===== src/rtl/fetch_stage.sv =====
// fetch_stage: instruction-fetch stage. Owns the PC, talks to instruction
// memory over a req/ack handshake, applies branch/writeback redirects and
// drives the F/D pipeline register. A one-entry hold buffer keeps a word
// that arrives while decode is stalled.
//
// Memory handshake: imem_req is a request-valid and imem_ack a response-valid.
// A request is accepted on the first rising edge where imem_req and imem_ack
// are both high. imem_addr is stable from the first cycle of imem_req until
// that edge. imem_rdata is only meaningful while imem_ack is high. Neither
// imem_req nor imem_addr depends combinationally on imem_ack.
module fetch_stage #(
  parameter logic [31:0] RESET_PC = 32'h0000_0000,
  parameter logic [31:0] NOP      = 32'hE1A0_0000
) (
  input  logic        clk,
  input  logic        reset,
  input  logic        StallD,
  input  logic        FlushD,
  input  logic        BranchTakenE,
  input  logic [31:0] BranchTargetE,
  input  logic        PCSrcW,
  input  logic [31:0] ResultW,
  output logic        imem_req,
  output logic [31:0] imem_addr,
  input  logic        imem_ack,
  input  logic [31:0] imem_rdata,
  output logic [31:0] Instruction,
  output logic [31:0] PCPlus8D,
  output logic        ValidD,
  output logic [1:0]  fsm_state
);

  typedef enum logic [1:0] {
    S_FETCH   = 2'd0,
    S_HOLD    = 2'd1,
    S_DISCARD = 2'd2
  } state_t;

  state_t      state_q;
  logic [31:0] pc_q;
  logic [31:0] drop_q;
  logic [31:0] buf_q;

  logic        redirect;
  logic [31:0] target;
  logic [31:0] pc_plus4;
  logic [31:0] pc_plus8;
  logic        load_en;
  logic [31:0] load_word;

  // The execute-stage branch beats a writeback PC write; targets are word aligned.
  assign redirect = BranchTakenE | PCSrcW;
  assign target   = (BranchTakenE ? BranchTargetE : ResultW) & 32'hFFFF_FFFC;
  assign pc_plus4 = pc_q + 32'd4;
  assign pc_plus8 = pc_q + 32'd8;

  // Request is driven only from registered state; silenced while reset is held.
  assign imem_req  = reset & ((state_q == S_FETCH) | (state_q == S_DISCARD));
  assign imem_addr = (state_q == S_DISCARD) ? drop_q : pc_q;
  assign fsm_state = state_q;

  // Select the word (if any) that is ready to enter the F/D register this cycle.
  always_comb begin
    load_en   = 1'b0;
    load_word = buf_q;
    unique case (state_q)
      S_FETCH: begin
        if (imem_ack && !redirect) begin
          load_en   = 1'b1;
          load_word = imem_rdata;
        end
      end
      S_HOLD: begin
        if (!redirect) begin
          load_en   = 1'b1;
          load_word = buf_q;
        end
      end
      default: begin
        load_en   = 1'b0;
        load_word = buf_q;
      end
    endcase
  end

  // Fetch FSM, PC/drop/hold registers and the F/D pipeline register.
  always_ff @(posedge clk or negedge reset) begin
    if (!reset) begin
      state_q     <= S_FETCH;
      pc_q        <= RESET_PC;
      drop_q      <= 32'h0000_0000;
      buf_q       <= NOP;
      Instruction <= NOP;
      PCPlus8D    <= 32'h0000_0000;
      ValidD      <= 1'b0;
    end else begin
      unique case (state_q)
        S_FETCH: begin
          if (redirect) begin
            pc_q <= target;
            if (!imem_ack) begin
              // Request still outstanding: remember it so it can be drained.
              drop_q  <= pc_q;
              state_q <= S_DISCARD;
            end
          end else if (imem_ack) begin
            if (StallD) begin
              buf_q   <= imem_rdata;
              state_q <= S_HOLD;
            end else begin
              pc_q <= pc_plus4;
            end
          end
        end
        S_HOLD: begin
          if (redirect) begin
            pc_q    <= target;
            state_q <= S_FETCH;
          end else if (!StallD) begin
            pc_q    <= pc_plus4;
            state_q <= S_FETCH;
          end
        end
        S_DISCARD: begin
          if (redirect) begin
            pc_q <= target;
          end
          if (imem_ack) begin
            state_q <= S_FETCH;
          end
        end
        default: begin
          state_q <= S_FETCH;
        end
      endcase

      // Stall freezes F/D; flush or no ready word inserts a bubble.
      if (!StallD) begin
        if (load_en && !FlushD) begin
          Instruction <= load_word;
          PCPlus8D    <= pc_plus8;
          ValidD      <= 1'b1;
        end else begin
          Instruction <= NOP;
          ValidD      <= 1'b0;
        end
      end
    end
  end

endmodule


===== config.mk =====
export PLATFORM = sky130hd
export DESIGN_NAME = fetch_stage
export DESIGN_NICKNAME = d
export VERILOG_FILES = /design/src/rtl/fetch_stage.sv
export SDC_FILE = /design/constraint.sdc
export NUM_CORES = 1
export LEC_CHECK = 0
export ABC_CLOCK_PERIOD_IN_PS = 6100
export BUFFER_PORTS_ARGS = -buffer_cell sky130_fd_sc_hd__buf_4
export CAP_MARGIN = 20
export CORE_ASPECT_RATIO = 2
export CORE_UTILIZATION = 50
export CTS_CLUSTER_SIZE = 25
export DETAILED_ROUTE_END_ITERATION = 10
export HOLD_SLACK_MARGIN = 0.15
export PLACE_DENSITY_LB_ADDON = 0.3
export SETUP_SLACK_MARGIN = 0.05
export SYNTH_ARGS = -nofsm -noshare
export SYNTH_HDL_FRONTEND = slang
export SYNTH_SLANG_ARGS = --single-unit

===== constraint.sdc =====
create_clock -name clk -period 6.1 [get_ports clk]
set_input_delay 0.61 -clock clk [delete_from_list [all_inputs] [get_ports clk]]
set_output_delay 0.61 -clock clk [all_outputs]
set_load 0.02 [all_outputs]

* After elaboration in Yosys (flattened, before gate mapping)
Index checks and enable logic that the tools add are counted.
Widths: inputs -> output; s select.
** Cells by class
- Add/sub/neg operators :: 2
- Eq/ne operators :: 8
- Mux-type cells :: 23
- Bitwise logic cells :: 6
- Reductions and logical operators :: 11
** Operator list (number)
- $mux 32 :: 10
- $pmux 32 s3 :: 1
- $add 32x3->32 const B :: 1
- $add 32x4->32 const B :: 1
- $mux 2 :: 7
- $ne 3x3->1 const B :: 4
- $pmux 2 s3 :: 1
- $reduce_and 3->1 :: 2
- $reduce_and 5->1 :: 1
- $ne 2x2->1 const B :: 2
- $reduce_and 4->1 :: 1
- $mux 1 :: 3
- $not 1->1 :: 3
- $reduce_bool 3->1 :: 1
- $eq 2x1->1 const B :: 1
- $eq 2x2->1 const B :: 1
- $logic_and 1x1->1 :: 2
- $logic_not 1->1 :: 2
- $logic_not 2->1 :: 1
- $or 1x1->1 :: 2
- $pmux 1 s2 :: 1
- $reduce_and 2->1 :: 1
- $and 1x1->1 :: 1
** Word-level totals
- Register bits :: 163
- Input bits :: 103
- Output and inout port bits :: 100
- Word-level logic and storage cells :: 57

* Depth between registers and ports, before layout
- Word-level depth :: 7
- Mapped depth :: 8

* Least setup slack after synthesis
OpenSTA, ideal clock, no wires.
- Path type :: register to output
- From :: reg state_q[1] (netlist: fsm_state[1])
- To :: out imem_addr[10]
- Arrival :: 1640 ps
- Required time :: 5490 ps
- Path slack :: 3850 ps
- Stages on the path, launching flop included :: 5
- Cells stage by stage :: dfrtp_1 nor2b_1 clkbuf_1 clkbuf_1 mux2_2
** On the way
- Cells in the longest elaborated chain, start to end :: 2
** RTL lines
- start: declaration :: line 39 : state_t state_q;
- start signal: assignment :: line 89 : state_q <= S_FETCH;
- start signal: assignment :: line 104 : state_q <= S_DISCARD;
- start signal: assignment :: line 109 : state_q <= S_HOLD;
- $eq 2x2->1 :: line 59 : assign imem_addr = (state_q == S_DISCARD) ? drop_q : pc_q;
- $mux 32 :: line 59
- end: declaration :: line 24 : output logic [31:0] imem_addr,
No other way between the ends.

* Worst setup path after layout
- From :: reg state_q[1] (netlist: fsm_state[1])
- To :: reg PCPlus8D[23]
** On the way
- Cells in the longest elaborated chain, start to end :: 4
- Elaborated cells between the ends (all ways) :: 5
** RTL lines
- $eq 2x1->1 or $logic_not 2->1 (tied branches) :: line 66 : unique case (state_q)
- $pmux 1 s2 (*) :: line 66
- $logic_and 1x1->1 (*) :: line 139 : if (load_en && !FlushD) begin
- $reduce_and 2->1 (no line) (*)
- end signal: assignment :: line 141 : PCPlus8D <= pc_plus8;
- end: declaration :: line 28 : output logic [31:0] PCPlus8D,
Every way passes the cells marked *; elsewhere a longest branch is shown, timed or not.
A chain may end at the register's enable or synchronous reset.

==> impl.org <==
** Drt
- Total Wirelength :: between 20 and 25 mm
- ANT nets after route :: 0
- Iteration count of the initial detailed-routing pass :: 5
- DR vias :: roughly 6800
- After the first detailed-routing iteration, the DRC count stood at about 410.
- Dividing the detail-routed via count by the number of cells gives 5.824.
- After detailed routing, the average wire length per cell comes to about 19 um.
- Count of unresolved DRC violations after routing :: 0

** Finish
- From synthesis to final layout, the design area changed by 25.49%.
- At the end of the flow, the number of nets in the layout was 1050.
- Number of diodes added for antenna fixing :: 0
- Fraction of layout cells with a size suffix above 1 :: 0.3643

** Setup path
- Sort of element at the start of the critical path :: flop
- Largest fanout of any net on the critical path :: 44
- STA puts the critical path data required time at 6.38 ns.
- Critical setup path kind :: reg -> reg
- Critical path startpoint :: fsm_state[1]
- Worst reg2reg startpoint :: fsm_state[1]
- Worst r2r path cells :: 5
- Arrival time at the worst endpoint :: slightly above 4 ns
- STA classifies the critical path endpoint as a flop.

** Timing
- The clock arrives with between 0.009 and 0.01 ns of skew.
- Final setup viols :: 0
- Final max-slew violation count :: 0
- Headroom to the max-slew limit came out at 0.2826.
- Setup repair after global routing left no endpoint under its margin.
- Peak clock frequency supported by timing :: ~270 MHz
- Least setup slack across all paths after layout :: 2.348 ns
- Worst slew pin tran :: approximately 1.1 ns
- Of the available clock period, the critical path in the final layout requires 0.6151.
- Period minus WS final :: 3.752 ns
- Summed over all failing endpoints, the final setup total negative slack is 0 ns.
- The number of hold violations in the final report came to 0.

** GRT
- Congestion Overflow GR :: 0
- Initial antenna violation count :: 0
- Overall track demand over capacity in global routing :: 0.2680
- Via count of the first global-routing pass :: 6767
- The first global-routing pass estimated roughly 35 mm of wire.
- Largest net degree at the start of global routing :: 87

** Place
- Timing analysis after detailed placement gives a worst setup slack of 2.346 ns.
- Placer Congestion :: approximately 1
- Detailed placement finished with a half-perimeter wire length of between 15 and 20 mm.
- Input and output buffers added on the ports amount to 194.

** CTS
- After clock tree synthesis, the clock-pin slew on the worst setup and hold paths is 0.06 ns.
- Buffers inserted to repair hold after CTS numbered 0.
- TritonCTS built the clock tree.
- Clock tree synthesis selected as its root buffer the cell clkbuf_16.
- CTS max path bufs :: 2
- The number of clock buffers added by TritonCTS is 17.
- Clock tree synthesis found a total of 157 sinks.
- Number of H-tree levels :: 4
- After clock tree synthesis, the setup repair step added 0 buffers.
- For the worst-skew pair, the clock arrives at the later sink with an insertion delay of approximately 0.42 ns.
- Post-CTS repair changed the size of 0 cells.

** Synth
- Proportion of synthesized chip area in sequential cells :: 0.4825
- Synth Cell Area :: 0.008173 mm^2
- Counting flops and latches in the post-synthesis netlist gives between 150 and 200.
- A synthesized cell averages about 10 um^2.
- In this run, distinct cell masters in the synthesized netlist total 51.
- Number of enable flip-flop cells after synthesis :: 0
- During synthesis, Yosys emitted a total of 0 warnings.
- Counting flops with an async set or reset pin after synthesis yields a share of 1.000.
- Cells after Synth :: approximately 800
- Most used DFF post-synth :: dfrtp_1

** Power
- For this design the total switching power over the nets is 0.001079 W.
- Of the total power, registers draw 0.420.
- Relative contribution of the clock network to total power :: 0.321
- The internal power of the cells totals roughly 0.0024 W.
- Largest voltage drop on the vdd net :: around 210 uV
- Summing internal, switching and leakage power gives 0.003487 W.
- Switching Share :: 0.3095
- Leakage power figure :: 4.720 nW
- Combinational Power Share :: 0.259
- Total power density per cell area :: about 340 mW/mm^2

** Floorplan
- For this configuration, the core starts out at a cell density of 0.5153.
- The die covers approximately 0.017 mm^2.
- Floorplan die height :: 182.8 um
- Die outline width :: between 90 and 100 um
- Core Rows :: 65
- The core region is 0.01586 mm^2.
- Count of pins on the block boundary :: 203

** Min path
- The tightest min-delay check is of the in -> async type.

** Run status
- Run status :: finished, final reports clean

** Flow run
- Max-cap violations in this run came to 0.
==> cells in the mapped netlist (all sizes together), types with 8 or more instances <==
master | count | area, um^2
buf | 35 | 202.7
o22ai | 8 | 50.05
xnor2 | 13 | 113.9
xor2 | 14 | 122.6
nor3 | 18 | 95.09
dfstp | 12 | 315.3
nand3 | 20 | 105.1
o22a | 12 | 105.1
clkbuf | 43 | 162.7
nand4 | 26 | 192.7
nor4 | 10 | 62.56
nor2 | 32 | 120.1
nand2 | 98 | 367.9
mux2 | 94 | 1059
o21ai | 69 | 345.3
a31oi | 9 | 56.30
a21oi | 26 | 130.1
inv | 9 | 33.78
mux2i | 42 | 420.4
dfrtp | 145 | 3628
==> per-stage QoR <==
stage	util	cells	hold WS (ns)	area, um^2
floorplan	-	801	0.3144	8184
global placement	0.6061	1126	0.4470	9612
detailed placement	0.6061	1126	0.4529	9612
CTS	0.6454	1158	0.2899	10240
global route	0.6467	1159	0.3076	10260
finish	0.6467	1159	0.2487	10260
==> sequential cells by signal (all words and copies together), names as in the netlist <==
name / cells
PCPlus8D: 30
Instruction: 32
drop_q: 30
fsm_state: 2
buf_q: 32
ValidD: 1
pc_q: 30
==> final timing paths <==
path,endpoint,slack (ns)
min,drop_q[10],0.25
max in group asynchronous,PCPlus8D[16],4.35
min reg2reg,Instruction[23],0.46
max reg2reg,PCPlus8D[23],2.35
max,PCPlus8D[23],2.35
min in group clk,fsm_state[1],0.40
==> layout make-up <==
cell class / instances / area (um^2)
clock inverter: 12 / 167.7
timing repair buffer: 203 / 1540
sequential: 157 / 3944
inverter: 10 / 37.54
clock buffer: 20 / 456.7
multi-input combinational: 556 / 3859
fill: 1344 / 5603
tap: 201 / 251.5
==> logic make-up after synthesis <==
family,share of synthesized area
flip-flops,0.4825
other,0.0004588
XOR/XNOR,0.02893
AO/OA/AOI/OAI,0.1153
multiplexers,0.1810
buffers and inverters,0.04929
AND/OR/NAND/NOR,0.1395
adder cells (fa/ha/maj),0.003061
==> routing by layer <==
metal	share of wire	vias up	GRT usage	routed length, um
met4	0.040	0	0.1356	877
met5	0	-	0	0
met2	0.55	267	0.4856	12040
met1	0.36	3282	0.2952	7926
li1	-	3139	-	-
met3	0.052	62	0.04602	1134
==> cell usage in the layout, fill, tap and decap left out, types with 13 or more instances in the layout <==
cell       instances
nor3_1            17
dfrtp_1          145
nand2_1           98
a21oi_1           26
buf_4            201
o21ai_0           68
nand4_1           24
mux2i_1           42
mux2_2            94
nor2_1            32
xor2_1            14
nand3_1           18
clkbuf_16         17
xnor2_1           13
==> critical path, cell delays in order (launching register included) <==
cell and delay (ns):
dfrtp_1 0.46, nor2b_4 0.92, nand2b_1 0.85, or3_2 0.72
buf_4 0.47, o21ai_0 0.17
==> power groups by stage <==
stage / clock network (W) / registers [W] / logic [W]
2_1_floorplan: 0 / 0.00146 / 0.000545
6_report: 0.00112 / 0.00146 / 0.000904
4_1_cts: 0.00114 / 0.00146 / 0.000913
5_1_grt: 0.00118 / 0.00149 / 0.000975
3_3_place_gp: 0 / 0.00146 / 0.000892
3_5_place_dp: 0 / 0.00148 / 0.000907
(Power assumes the default switching activity.)
